$ cat src/rtl/ram_arbiter_pkg.sv
// Shared types and defaults for the multi-master RAM arbiter.
package ram_arbiter_pkg;

   localparam int DEF_DATA_WIDTH  = 8;
   localparam int DEF_ADDR_WIDTH  = 8;
   localparam int DEF_NUM_MASTERS = 3;
   localparam int DEF_RD_LATENCY  = 1;
   localparam int DEF_MAX_HOLD    = 0;

   typedef enum logic [0:0] {
      IDLE    = 1'b0,
      GRANTED = 1'b1
   } state_e;

   function automatic int wrap_inc(int v, int n);
      return (v + 1 >= n) ? 0 : v + 1;
   endfunction

endpackage

$ cat src/rtl/ram_arbiter_if.sv
// Requester-side bundle: requests, access fields, grants and read return.
interface ram_arbiter_if
   import ram_arbiter_pkg::*;
#(
   parameter int NUM_MASTERS = DEF_NUM_MASTERS,
   parameter int ADDR_WIDTH  = DEF_ADDR_WIDTH,
   parameter int DATA_WIDTH  = DEF_DATA_WIDTH
);

   logic [NUM_MASTERS-1:0]                 req;
   logic [NUM_MASTERS-1:0]                 m_wren;
   logic [NUM_MASTERS-1:0][ADDR_WIDTH-1:0] m_addr;
   logic [NUM_MASTERS-1:0][DATA_WIDTH-1:0] m_wdata;
   logic [NUM_MASTERS-1:0]                 gnt;
   logic [NUM_MASTERS-1:0]                 rvalid;
   logic [DATA_WIDTH-1:0]                  rdata;

   modport master (
      output req, m_wren, m_addr, m_wdata,
      input  gnt, rvalid, rdata
   );

   modport slave (
      input  req, m_wren, m_addr, m_wdata,
      output gnt, rvalid, rdata
   );

endinterface

$ cat src/rtl/ram_arbiter_rr_picker.sv
// Combinational winner search: rotating start for round-robin, index 0
// start for fixed priority.
module rr_picker
   import ram_arbiter_pkg::*;
#(
   parameter int N  = DEF_NUM_MASTERS,
   parameter int IW = $clog2(N)
) (
   input  logic [N-1:0]  req,
   input  logic [IW-1:0] start,
   input  logic          policy,
   output logic [IW-1:0] idx,
   output logic          any
);

   logic [IW-1:0] base;
   logic [IW-1:0] cand;
   logic          found;

   assign base = policy ? '0 : start;
   assign any  = |req;

   always_comb begin
      idx   = '0;
      cand  = '0;
      found = 1'b0;
      for (int i = 0; i < N; i++) begin
         cand = IW'((int'(base) + i) % N);
         if (!found && req[cand]) begin
            found = 1'b1;
            idx   = cand;
         end
      end
   end

endmodule

$ cat src/rtl/ram_arbiter.sv
// Single-port RAM arbiter: grant FSM, hold limiter and read-tag pipeline
// that routes returning read data to the master that issued the read.
module ram_arbiter
   import ram_arbiter_pkg::*;
#(
   parameter int DATA_WIDTH  = DEF_DATA_WIDTH,
   parameter int ADDR_WIDTH  = DEF_ADDR_WIDTH,
   parameter int NUM_MASTERS = DEF_NUM_MASTERS,
   parameter int RD_LATENCY  = DEF_RD_LATENCY,
   parameter int MAX_HOLD    = DEF_MAX_HOLD
) (
   input  logic                           clk,
   input  logic                           reset,
   input  logic                           policy,
   ram_arbiter_if.slave                   bus,
   output logic                           ram_wren,
   output logic [ADDR_WIDTH-1:0]          ram_addr,
   output logic [DATA_WIDTH-1:0]          ram_wdata,
   input  logic [DATA_WIDTH-1:0]          ram_rdata,
   output logic [$clog2(NUM_MASTERS)-1:0] owner,
   output logic                           busy
);

   localparam int IW = $clog2(NUM_MASTERS);
   localparam int HW = (MAX_HOLD > 0) ? $clog2(MAX_HOLD + 1) : 1;

   typedef struct packed {
      logic          vld;
      logic [IW-1:0] idx;
   } tag_t;

   state_e                  state_q, state_d;
   logic [NUM_MASTERS-1:0]  gnt_q, gnt_d;
   logic [IW-1:0]           owner_q, owner_d;
   logic [IW-1:0]           rr_ptr_q, rr_ptr_d;
   logic [HW-1:0]           hold_q, hold_d;
   tag_t [RD_LATENCY-1:0]   tag_q, tag_d;

   logic [IW-1:0] win_idx;
   logic          win_any;
   logic          own_req;
   logic          others;
   logic          limit_hit;
   logic          rd_fire;
   tag_t          tag_in;
   tag_t          tag_out;

   rr_picker #(
      .N  (NUM_MASTERS),
      .IW (IW)
   ) u_pick (
      .req    (bus.req),
      .start  (rr_ptr_q),
      .policy (policy),
      .idx    (win_idx),
      .any    (win_any)
   );

   assign own_req   = (state_q == GRANTED) & bus.req[owner_q];
   assign others    = |(bus.req & ~gnt_q);
   assign limit_hit = (MAX_HOLD > 0) && (int'(hold_q) + 1 >= MAX_HOLD);
   assign rd_fire   = own_req & ~bus.m_wren[owner_q];

   always_comb begin
      ram_wren  = 1'b0;
      ram_addr  = '0;
      ram_wdata = '0;
      if (state_q == GRANTED) begin
         ram_wren  = own_req & bus.m_wren[owner_q];
         ram_addr  = bus.m_addr[owner_q];
         ram_wdata = bus.m_wdata[owner_q];
      end
   end

   always_comb begin
      state_d  = state_q;
      gnt_d    = gnt_q;
      owner_d  = owner_q;
      rr_ptr_d = rr_ptr_q;
      hold_d   = hold_q;
      unique case (state_q)
         IDLE: begin
            if (win_any) begin
               state_d = GRANTED;
               owner_d = win_idx;
               gnt_d   = NUM_MASTERS'(1) << win_idx;
               hold_d  = '0;
            end
         end
         GRANTED: begin
            // voluntary drop or hold limit with a competitor waiting
            if (!own_req || (limit_hit && others)) begin
               state_d  = IDLE;
               gnt_d    = '0;
               owner_d  = '0;
               rr_ptr_d = IW'(wrap_inc(int'(owner_q), NUM_MASTERS));
            end else if (int'(hold_q) < MAX_HOLD) begin
               hold_d = hold_q + 1'b1;
            end
         end
         default: state_d = IDLE;
      endcase
   end

   always_comb begin
      tag_in.vld = rd_fire;
      tag_in.idx = owner_q;
      tag_d      = '0;
      tag_d[0]   = tag_in;
      for (int i = 1; i < RD_LATENCY; i++) begin
         tag_d[i] = tag_q[i-1];
      end
   end

   assign tag_out    = tag_q[RD_LATENCY-1];
   assign bus.rvalid = tag_out.vld ? (NUM_MASTERS'(1) << tag_out.idx) : '0;
   assign bus.rdata  = ram_rdata;
   assign bus.gnt    = gnt_q;
   assign owner      = owner_q;
   assign busy       = (state_q == GRANTED);

   always_ff @(posedge clk or posedge reset) begin
      if (reset) begin
         state_q  <= IDLE;
         gnt_q    <= '0;
         owner_q  <= '0;
         rr_ptr_q <= '0;
         hold_q   <= '0;
         tag_q    <= '0;
      end else begin
         state_q  <= state_d;
         gnt_q    <= gnt_d;
         owner_q  <= owner_d;
         rr_ptr_q <= rr_ptr_d;
         hold_q   <= hold_d;
         tag_q    <= tag_d;
      end
   end

endmodule

$ cat src/flat_wrapper.sv
// flat-port wrapper written by rule: the top's interface ports become plain ports
module ram_arbiter_flat import ram_arbiter_pkg::*;
#(
   parameter int DATA_WIDTH  = DEF_DATA_WIDTH,
   parameter int ADDR_WIDTH  = DEF_ADDR_WIDTH,
   parameter int NUM_MASTERS = DEF_NUM_MASTERS,
   parameter int RD_LATENCY  = DEF_RD_LATENCY,
   parameter int MAX_HOLD    = DEF_MAX_HOLD
)
  (clk, reset, policy, ram_wren, ram_addr, ram_wdata, ram_rdata, owner, busy, bus_req, bus_m_wren, bus_m_addr, bus_m_wdata, bus_gnt, bus_rvalid, bus_rdata);
  ram_arbiter_if #(.NUM_MASTERS(NUM_MASTERS), .ADDR_WIDTH(ADDR_WIDTH), .DATA_WIDTH(DATA_WIDTH)) bus_i ();
  input  logic clk;
  input  logic reset;
  input  logic policy;
  output logic ram_wren;
  output logic [ADDR_WIDTH-1:0] ram_addr;
  output logic [DATA_WIDTH-1:0] ram_wdata;
  input  logic [DATA_WIDTH-1:0] ram_rdata;
  output logic [$clog2(NUM_MASTERS)-1:0] owner;
  output logic busy;
  input wire logic [$bits(bus_i.req)-1:0] bus_req;
  input wire logic [$bits(bus_i.m_wren)-1:0] bus_m_wren;
  input wire logic [$bits(bus_i.m_addr)-1:0] bus_m_addr;
  input wire logic [$bits(bus_i.m_wdata)-1:0] bus_m_wdata;
  output wire logic [$bits(bus_i.gnt)-1:0] bus_gnt;
  output wire logic [$bits(bus_i.rvalid)-1:0] bus_rvalid;
  output wire logic [$bits(bus_i.rdata)-1:0] bus_rdata;
  assign bus_i.req = bus_req;
  assign bus_i.m_wren = bus_m_wren;
  assign bus_i.m_addr = bus_m_addr;
  assign bus_i.m_wdata = bus_m_wdata;
  assign bus_gnt = bus_i.gnt;
  assign bus_rvalid = bus_i.rvalid;
  assign bus_rdata = bus_i.rdata;
  ram_arbiter #(.DATA_WIDTH(DATA_WIDTH), .ADDR_WIDTH(ADDR_WIDTH), .NUM_MASTERS(NUM_MASTERS), .RD_LATENCY(RD_LATENCY), .MAX_HOLD(MAX_HOLD)) u_core (.clk(clk), .reset(reset), .policy(policy), .bus(bus_i), .ram_wren(ram_wren), .ram_addr(ram_addr), .ram_wdata(ram_wdata), .ram_rdata(ram_rdata), .owner(owner), .busy(busy));
endmodule
$ cat config.mk
export PLATFORM = sky130hd
export DESIGN_NAME = ram_arbiter_flat
export DESIGN_NICKNAME = d
export VERILOG_FILES = /design/src/rtl/ram_arbiter_pkg.sv /design/src/rtl/ram_arbiter_if.sv /design/src/rtl/ram_arbiter_rr_picker.sv /design/src/rtl/ram_arbiter.sv /design/src/flat_wrapper.sv
export SDC_FILE = /design/constraint.sdc
export NUM_CORES = 1
export LEC_CHECK = 0
export CAP_MARGIN = 10
export CORE_ASPECT_RATIO = 0.7
export CORE_UTILIZATION = 34
export CTS_CLUSTER_DIAMETER = 150
export DETAILED_ROUTE_END_ITERATION = 8
export GPL_TIMING_DRIVEN = 0
export HOLD_SLACK_MARGIN = 0.03
export PLACE_DENSITY = 0.9
export SYNTH_ARGS = -nofsm -noshare
export SYNTH_HDL_FRONTEND = slang
export SYNTH_SLANG_ARGS = --single-unit
$ cat constraint.sdc
create_clock -name clk -period 2.4 [get_ports clk]
set_clock_uncertainty 0.05 [all_clocks]
set_input_delay 0.6 -clock clk [delete_from_list [all_inputs] [get_ports clk]]
set_output_delay 0.6 -clock clk [all_outputs]
set_load 0.01 [all_outputs]
==> results of run 1 <==
[layout make-up]
cell class / instances / area share [%]
multi-input combinational: 141 / 40.2
sequential: 11 / 11.5
inverter: 3 / 0.467
buffer: 18 / 5.39
tap: 50 / 2.59
clock buffer: 4 / 1.87
timing repair buffer: 95 / 38.0
[logic make-up after synthesis]
group / Yosys count
flip-flops: 11
AO/OA/AOI/OAI: 42
multiplexers: 19
AND/OR/NAND/NOR: 78
buffers and inverters: 24
adder cells (fa/ha/maj): 2
[placed cells by master (no fill, tap or decap), types with 4 or more instances in the layout]
master,netlist,final
clkdlybuf4s50_1,0,69
nand2_1,25,25
mux2i_1,19,19
o21ai_0,21,18
and2_1,17,17
buf_4,8,15
dlygate4sd2_1,0,10
dfrtp_1,11,9
nor2_1,7,7
clkbuf_2,0,5
clkdlybuf4s15_1,0,5
nor2b_1,4,4
a21oi_1,4,4
clkbuf_8,0,4
[layer usage]
layer | up-vias | track usage (%) | routed length (µm)
met1 | 745 | 28.9 | 2020
met2 | 67 | 33.8 | 2030
li1 | 801 | - | -
met5 | - | 0 | 0
met4 | 0 | 0 | 0
met3 | 0 | 4.75 | 310
[flip-flops by register name, indices dropped and copies added, names as in the netlist]
signal / count
u_core.bus.gnt: 3
u_core.busy: 1
u_core.owner: 2
u_core.rr_ptr_q: 2
u_core.tag_out: 3
[synth_stat cells, types with 2 or more instances]
cell	n
nor3_1	4
nand2b_1	3
dfrtp_1	11
and2_1	17
nor3b_1	2
o21ai_0	21
inv_1	3
nor2b_1	4
buf_4	8
or2_2	2
nor2_1	7
nand2_1	25
buf_2	3
and2b_2	2
nand3b_1	2
clkbuf_1	9
ha_1	2
and3b_1	2
mux2i_1	19
a21oi_1	4
a21o_1	2
[power by group through the flow]
stage / sequential (µW) / combinational (µW) / clock (µW)
final: 338 / 1510 / 179
after global routing: 350 / 1650 / 197
after CTS: 336 / 1460 / 182
after detailed placement: 341 / 1460 / 0
after global placement: 336 / 1430 / 0
after floorplan: 341 / 796 / 0
[stage by stage]
step,total power [µW],setup TNS (ns)
6_report,2030,0
4_1_cts,1980,-0.164
2_1_floorplan,1140,0
5_1_grt,2200,-0.0181
3_3_place_gp,1770,-8.42
3_5_place_dp,1800,-8.78
[worst max-delay path: cells and delay by family]
kind	cells	cell delay, ns
and+or+nand+nor	3	0.39
buffers and inverters	2	0.60
AOI/OAI and AO/OA	1	0.09
[worst paths after layout]
kind,slack [ns],start,to
setup / recovery,0.05,bus_req[2],ram_wren
hold / removal,0.45,u_core.bus.gnt[2],u_core.bus.gnt[2]
setup reg to reg,0.33,u_core.rr_ptr_q[1],u_core.bus.gnt[1]
hold reg to reg,0.45,u_core.bus.gnt[2],u_core.bus.gnt[2]
max in group asynchronous,1.37,reset,u_core.owner[1]
min in group asynchronous,0.61,reset,u_core.tag_out[0]
[repair_timing]
item                       4_1_cts  5_1_grt
buffers inserted                 4        1
setup endpoints to repair       22       17
pin swaps                        1        1
resized for setup               43       22
==> impl_metrics.tcl, run 1 <==
set metrics [dict create \
    critPathMaxStageDelay_ns 0.37 \
    fin_cells 322 \
    fillers 308 \
    synth_edf_count 0 \
    seq_area_frac_synth_pct 20.9 \
    min_path_type "register to register" \
    coreArea_mm2 0.00360 \
    final_antenna_net_count 0 \
    cp_slowest_cell "dlygate4sd2_1" \
    die_area_mm2 0.00413 \
    wl_per_cell_um 13.5 \
    cts_tree "done" \
    ys_seq_elements 11 \
    r2r_cells 7 \
    finalHoldViolCount 0 \
    regArea_um2 278 \
    synth_top_area_cell "dfrtp_1" \
    p_clk_share_pct 8.8 \
    routed_wl_um 4360 \
    worstSetupEndpointType "output pin" \
    arrival_ns 1.70 \
    clk_path_buf_depth 2 \
    synth_cells 176 \
    htree_levels 1 \
    syn_avg_cell_area_um2 7.49 \
    max_slew.worst_pin.slew_ns 0.629 \
    synth_top_family_by_area "simple AND/OR/NAND/NOR gates" \
    root_buffer "clkbuf_8" \
    synth_adder_area_share_pct 1.90 \
    avgViaCountPerCell 5.01 \
    p_leak_uw 0.000999 \
    period_minus_slack_ns 2.35 \
    grt_pass1_wl_um 6670 \
    synthTopCellsByArea "dfrtp_1 (21%), mux2i_1 (14%), and2_1 (8.1%)" \
    sw_frac_of_total_pct 41.9 \
    dpl_worst_slack_ns -0.734 \
    crit_type "primary input to output pin" \
    synth_top_area_share_pct 20.9 \
    drc 0 \
    num_vias 1613 \
    multiInputGateArea_um2 970 \
    postLayoutCoreUtil_pct 66.9 \
    first_pass_iters 4 \
    p_int_uw 1180 \
    grt_pass1_vias 1367 \
    fin_area_mm2 0.00241 \
    irDropWorstVdd_v 0.000664 \
    fin_crit_sh_pct 97.8 \
    yosys.area_share.simple_pct 32.5 \
    slew_violations 0 \
    num_io_pins 99 \
    power_density_mw_per_mm2 842 \
    placed_cells 316 \
    finalSetupViolations 0 \
    nNetsFinal 340 \
    place_area_mm2 0.00228 \
    power_switching_uw 851 \
    ys_types 45 \
    startpoint_type "primary input" \
    syn_area_mm2 0.00132 \
    seq_power_share_pct 16.7 \
    synth_compound_area_share_pct 20.3 \
    synth_xor_area_share_pct 0 \
    die_w_um 76.4 \
    numCtsBuffers 3 \
    initialDrtViolationCount 63 \
    clock_insertion_delay_worst_skew_ns 0.23 \
    io_buffers 90 \
    area_delta_synth_final_pct 83.1 \
    die_y_um 54.1 \
    grt_max_degree 12 \
    hold_path_depth 1 \
    synth_mux_area_share_pct 14.4 \
    synth-warning-count 0 \
    overflow 0 \
    antenna_found_initial 0 \
    ys.flop_type "dfrtp_1" \
    crit_required_ns 1.75 \
    status "complete, no violations" \
    start_util_pct 36.6 \
    max_slew_margin_pct 58.0 \
    antenna_cells 0 \
    drive_gt1_share_pct 18.4 \
    crit_chain "dlygate4sd2_1 -> nand3b_1 -> o21ai_0 -> nand2_1 -> nor2_1 -> clkdlybuf4s15_2" \
    synth_nets 243 \
    rows 18 \
    cts_hold_buf 0 \
    dp_hpwl_um 3420 \
    cap_violations 0 \
    clock-sinks 11 \
    async_reset_ff_share_pct 100 \
    setup_slack_ns 0.0523 \
    combPwrFrac_pct 74.5 \
    place.gp.congestion 0.824 \
    clkTransAtPathRegs_ns 0.05 \
    crit_fanout 7 \
    whs_ns 0.446 \
    grt_usage_pct 20.4 \
    fmax_mhz 426 \
]
Power figures use the tool's default switching activity.
==> run 2, diff against run 1 <==
--- a/config.mk
+++ b/config.mk
@@ -7,12 +7,15 @@
 export LEC_CHECK = 0
 export CAP_MARGIN = 10
 export CORE_ASPECT_RATIO = 0.7
+export CORE_MARGIN = 1
 export CORE_UTILIZATION = 34
 export CTS_CLUSTER_DIAMETER = 150
 export DETAILED_ROUTE_END_ITERATION = 8
+export GPL_ROUTABILITY_DRIVEN = 0
 export GPL_TIMING_DRIVEN = 0
 export HOLD_SLACK_MARGIN = 0.03
-export PLACE_DENSITY = 0.9
+export PLACE_DENSITY = 0.91
 export SYNTH_ARGS = -nofsm -noshare
 export SYNTH_HDL_FRONTEND = slang
+export SYNTH_HIERARCHICAL = 1
 export SYNTH_SLANG_ARGS = --single-unit
==> run 2 against run 1 <==
  * Total power down 10%
  * Hold slack worse by 0.072 ns
  * Critical path depth down 1
  * Non-clock buffer count down 6
  * Final cell count down 7.8%
  * Sequential power down 3%
  * Routed wire length down 9.9%
  * Setup slack better by 0.016 ns
  * Highest routed layer is now met4
  * Register-to-register slack better by 0.05 ns
  * Utilization down 2.9 points
==> impl_metrics.tcl, run 2 <==
set metrics [dict create \
    antenna_cells 0 \
    rows 18 \
    die_y_um 53.2 \
    startpoint_type "primary input" \
    nNetsFinal 314 \
    cap_violations 0 \
    max_slew_margin_pct 61.4 \
    grt_usage_pct 19.6 \
    synth_top_area_share_pct 21.7 \
    ys_types 36 \
    r2r-start "u_core/rr_ptr_q[0]" \
    syn_area_mm2 0.00127 \
    p_clk_share_pct 10.4 \
    initialDrtViolationCount 32 \
    critPathTopFamily "buffers and inverters" \
    p_leak_uw 0.000981 \
    power_uw 1820 \
    grt_pass1_wl_um 5750 \
    power_density_mw_per_mm2 799 \
    wl_per_cell_um 13.2 \
    reg2reg_to "u_core/bus.gnt[0]" \
    slew_violations 0 \
    cts_tree "done" \
    area_delta_synth_final_pct 79.3 \
    tns_ns 0 \
    drive_gt1_share_pct 25.1 \
    synth_edf_count 0 \
    overflow 0 \
    root_buffer "clkbuf_8" \
    cts_hold_buf 0 \
    finalHoldViolCount 0 \
    final_common_cell "clkdlybuf4s50_1" \
    power_switching_uw 757 \
    placed_cells 292 \
    synth_cells 152 \
    synth-warning-count 6 \
    fin_cells 297 \
    reg2reg_slack_ns 0.38 \
    synth_nets 218 \
    async_reset_ff_share_pct 100 \
    grt_pass1_vias 1278 \
    cp.depth 5 \
    crit_type "primary input to output pin" \
    min_path_type "register to register" \
    htree_levels 1 \
    ys_seq_elements 11 \
    clock_insertion_delay_worst_skew_ns 0.24 \
    synth_top_area_cell "dfrtp_1" \
    combPwrFrac_pct 71.7 \
    ys.flop_type "dfrtp_1" \
    io_buffers 90 \
    synth_common_cells "nand2_1 (34), mux2_2 (16), a21oi_1 (11), dfrtp_1 (11), a21oi_2 (10)" \
    start_util_pct 35.7 \
    numCtsBuffers 3 \
    syn_avg_cell_area_um2 8.36 \
    drc 0 \
    r2r_cells 7 \
    seq_area_frac_synth_pct 21.7 \
    p_int_uw 1060 \
    dpl_worst_slack_ns -0.542 \
    clock-sinks 11 \
    crit_buf_inv 2 \
    final_antenna_net_count 0 \
    crit_required_ns 1.75 \
    num_vias 1447 \
    grt_max_degree 12 \
    dp_hpwl_um 3130 \
    coreArea_mm2 0.00356 \
    crit_fanout 1 \
    finalSetupViolations 0 \
    num_io_pins 99 \
    clk_path_buf_depth 2 \
    sw_frac_of_total_pct 41.6 \
    arrival_ns 1.68 \
    crit_end "ram_wdata[0]" \
    grt_setup_unrepaired "false" \
    fin_crit_sh_pct 97.2 \
    synthMostInstantiatedCell "nand2_1" \
    status "complete, no violations" \
    postLayoutCoreUtil_pct 64.1 \
    seq_power_share_pct 17.9 \
    cp_slowest_cell "clkdlybuf4s50_1" \
    final_cell_mix "clkdlybuf4s50_1 (69), nand2_1 (34), mux2_2 (16)" \
    period_minus_slack_ns 2.33 \
    antenna_found_initial 0 \
    routed_wl_um 3930 \
    fmax_mhz 429 \
    max_slew.worst_pin.slew_ns 0.578 \
    first_pass_iters 4 \
    synthTopCellsByArea "dfrtp_1 (22%), mux2_2 (14%), nand2_1 (10%)" \
    avgViaCountPerCell 4.87 \
    setup_slack_ns 0.0678 \
    irDropWorstVdd_v 0.000288 \
    clkTransAtPathRegs_ns 0.05 \
    worstSetupEndpointType "output pin" \
    crit_chain "clkdlybuf4s50_1 -> mux2_2 -> nand2_1 -> a21oi_2 -> dlygate4sd2_1" \
    die_w_um 75.1 \
    critPathMaxStageDelay_ns 0.41 \
    critPathLaunch "bus_m_wdata[16]" \
    die_area_mm2 0.00399 \
]
## run 2: cell types whose count changed after synthesis, sizes merged, moves of 9 or more
cell and change:
clkbuf -9, mux2 +18, nand2 +12, and2 -17, a21oi +16, mux2i -17, o21ai -17
## run 2: power groups by stage
| stage | sequential (µW) | combinational [µW] | clock, µW |
|---|---|---|---|
| after floorplan | 329 | 782 | 0 |
| after global placement | 323 | 1350 | 0 |
| after detailed placement | 327 | 1370 | 0 |
| after CTS | 327 | 1290 | 195 |
| after global routing | 340 | 1420 | 205 |
| final | 327 | 1310 | 189 |
## run 2: logic make-up (layout without fill, tap and decap cells)
| kind of cell | count (synthesis) | after routing | share of synthesized area, % |
|---|---|---|---|
| fa+ha+maj | 1 | 1 | 0.984 |
| buf+inv | 22 | 117 | 13.3 |
| compound gates | 36 | 36 | 20.6 |
| flops | 11 | 11 | 21.7 |
| mux | 20 | 20 | 17.8 |
| simple gates | 62 | 62 | 25.7 |
## run 2: worst min path at each step
| stage | start | end | slack, ns | depth (start not counted) |
|---|---|---|---|---|
| 3_5_place_dp | u_core/owner[1] | u_core/tag_out[1] | 0.36 | 0 |
| 3_3_place_gp | u_core/owner[1] | u_core/tag_out[1] | 0.35 | 0 |
| 2_1_floorplan | reset | u_core/bus.gnt[0] | 0.40 | 1 |
| 6_report | u_core/owner[1] | u_core/tag_out[1] | 0.37 | 0 |
| 5_1_grt | u_core/owner[1] | u_core/tag_out[1] | 0.39 | 0 |
| 4_1_cts | u_core/owner[1] | u_core/tag_out[1] | 0.38 | 0 |
## run 2: final cells by class
type / count / area, µm²
fill: 330 / 1280
timing repair buffer: 91 / 882
multi-input combinational: 119 / 833
sequential: 11 / 277
buffer: 16 / 156
tap: 50 / 62.6
clock buffer: 4 / 45.0
inverter: 6 / 23.8
## run 2: worst reg2reg max path, stage by stage, from the launching register on
cell and delay, ns:
dfrtp_1 0.45, nor2b_1 0.17, ha_1 0.30, nor3b_1 0.06, o211ai_1 0.20, a311oi_2 0.17
or3_1 0.40, a21oi_1 0.14
## run 2: layer usage
metal / share of wire (%) / wire [µm] / GRT usage [%] / vias up
met5: 0 / 0 / 0 / -
met4: 0.61 / 24 / 5.66 / 0
met3: 7.2 / 282 / 4.57 / 2
met2: 48 / 1890 / 34.7 / 55
met1: 44 / 1730 / 23.7 / 678
li1: - / - / - / 712
## run 2: metrics by stage
stage / area (µm²) / hold slack (ns)
after floorplan: 1270 / 0.402
after global placement: 2230 / 0.352
after detailed placement: 2230 / 0.363
after CTS: 2270 / 0.378
after global routing: 2280 / 0.394
final: 2280 / 0.375
## run 2: what timing repair did
action	4_1_cts	5_1_grt
gates resized for setup	31	6
pin swaps	1	0
setup endpoints to repair	21	7
setup buffers	0	1
==> run 3, diff against run 2 <==
--- a/config.mk
+++ b/config.mk
@@ -11,7 +11,6 @@
 export CORE_UTILIZATION = 34
 export CTS_CLUSTER_DIAMETER = 150
 export DETAILED_ROUTE_END_ITERATION = 8
-export GPL_ROUTABILITY_DRIVEN = 0
 export GPL_TIMING_DRIVEN = 0
 export HOLD_SLACK_MARGIN = 0.03
 export PLACE_DENSITY = 0.91
==> results of run 3 <==
Same layout as run 2: the final DEF is identical, and so are final timing and power.
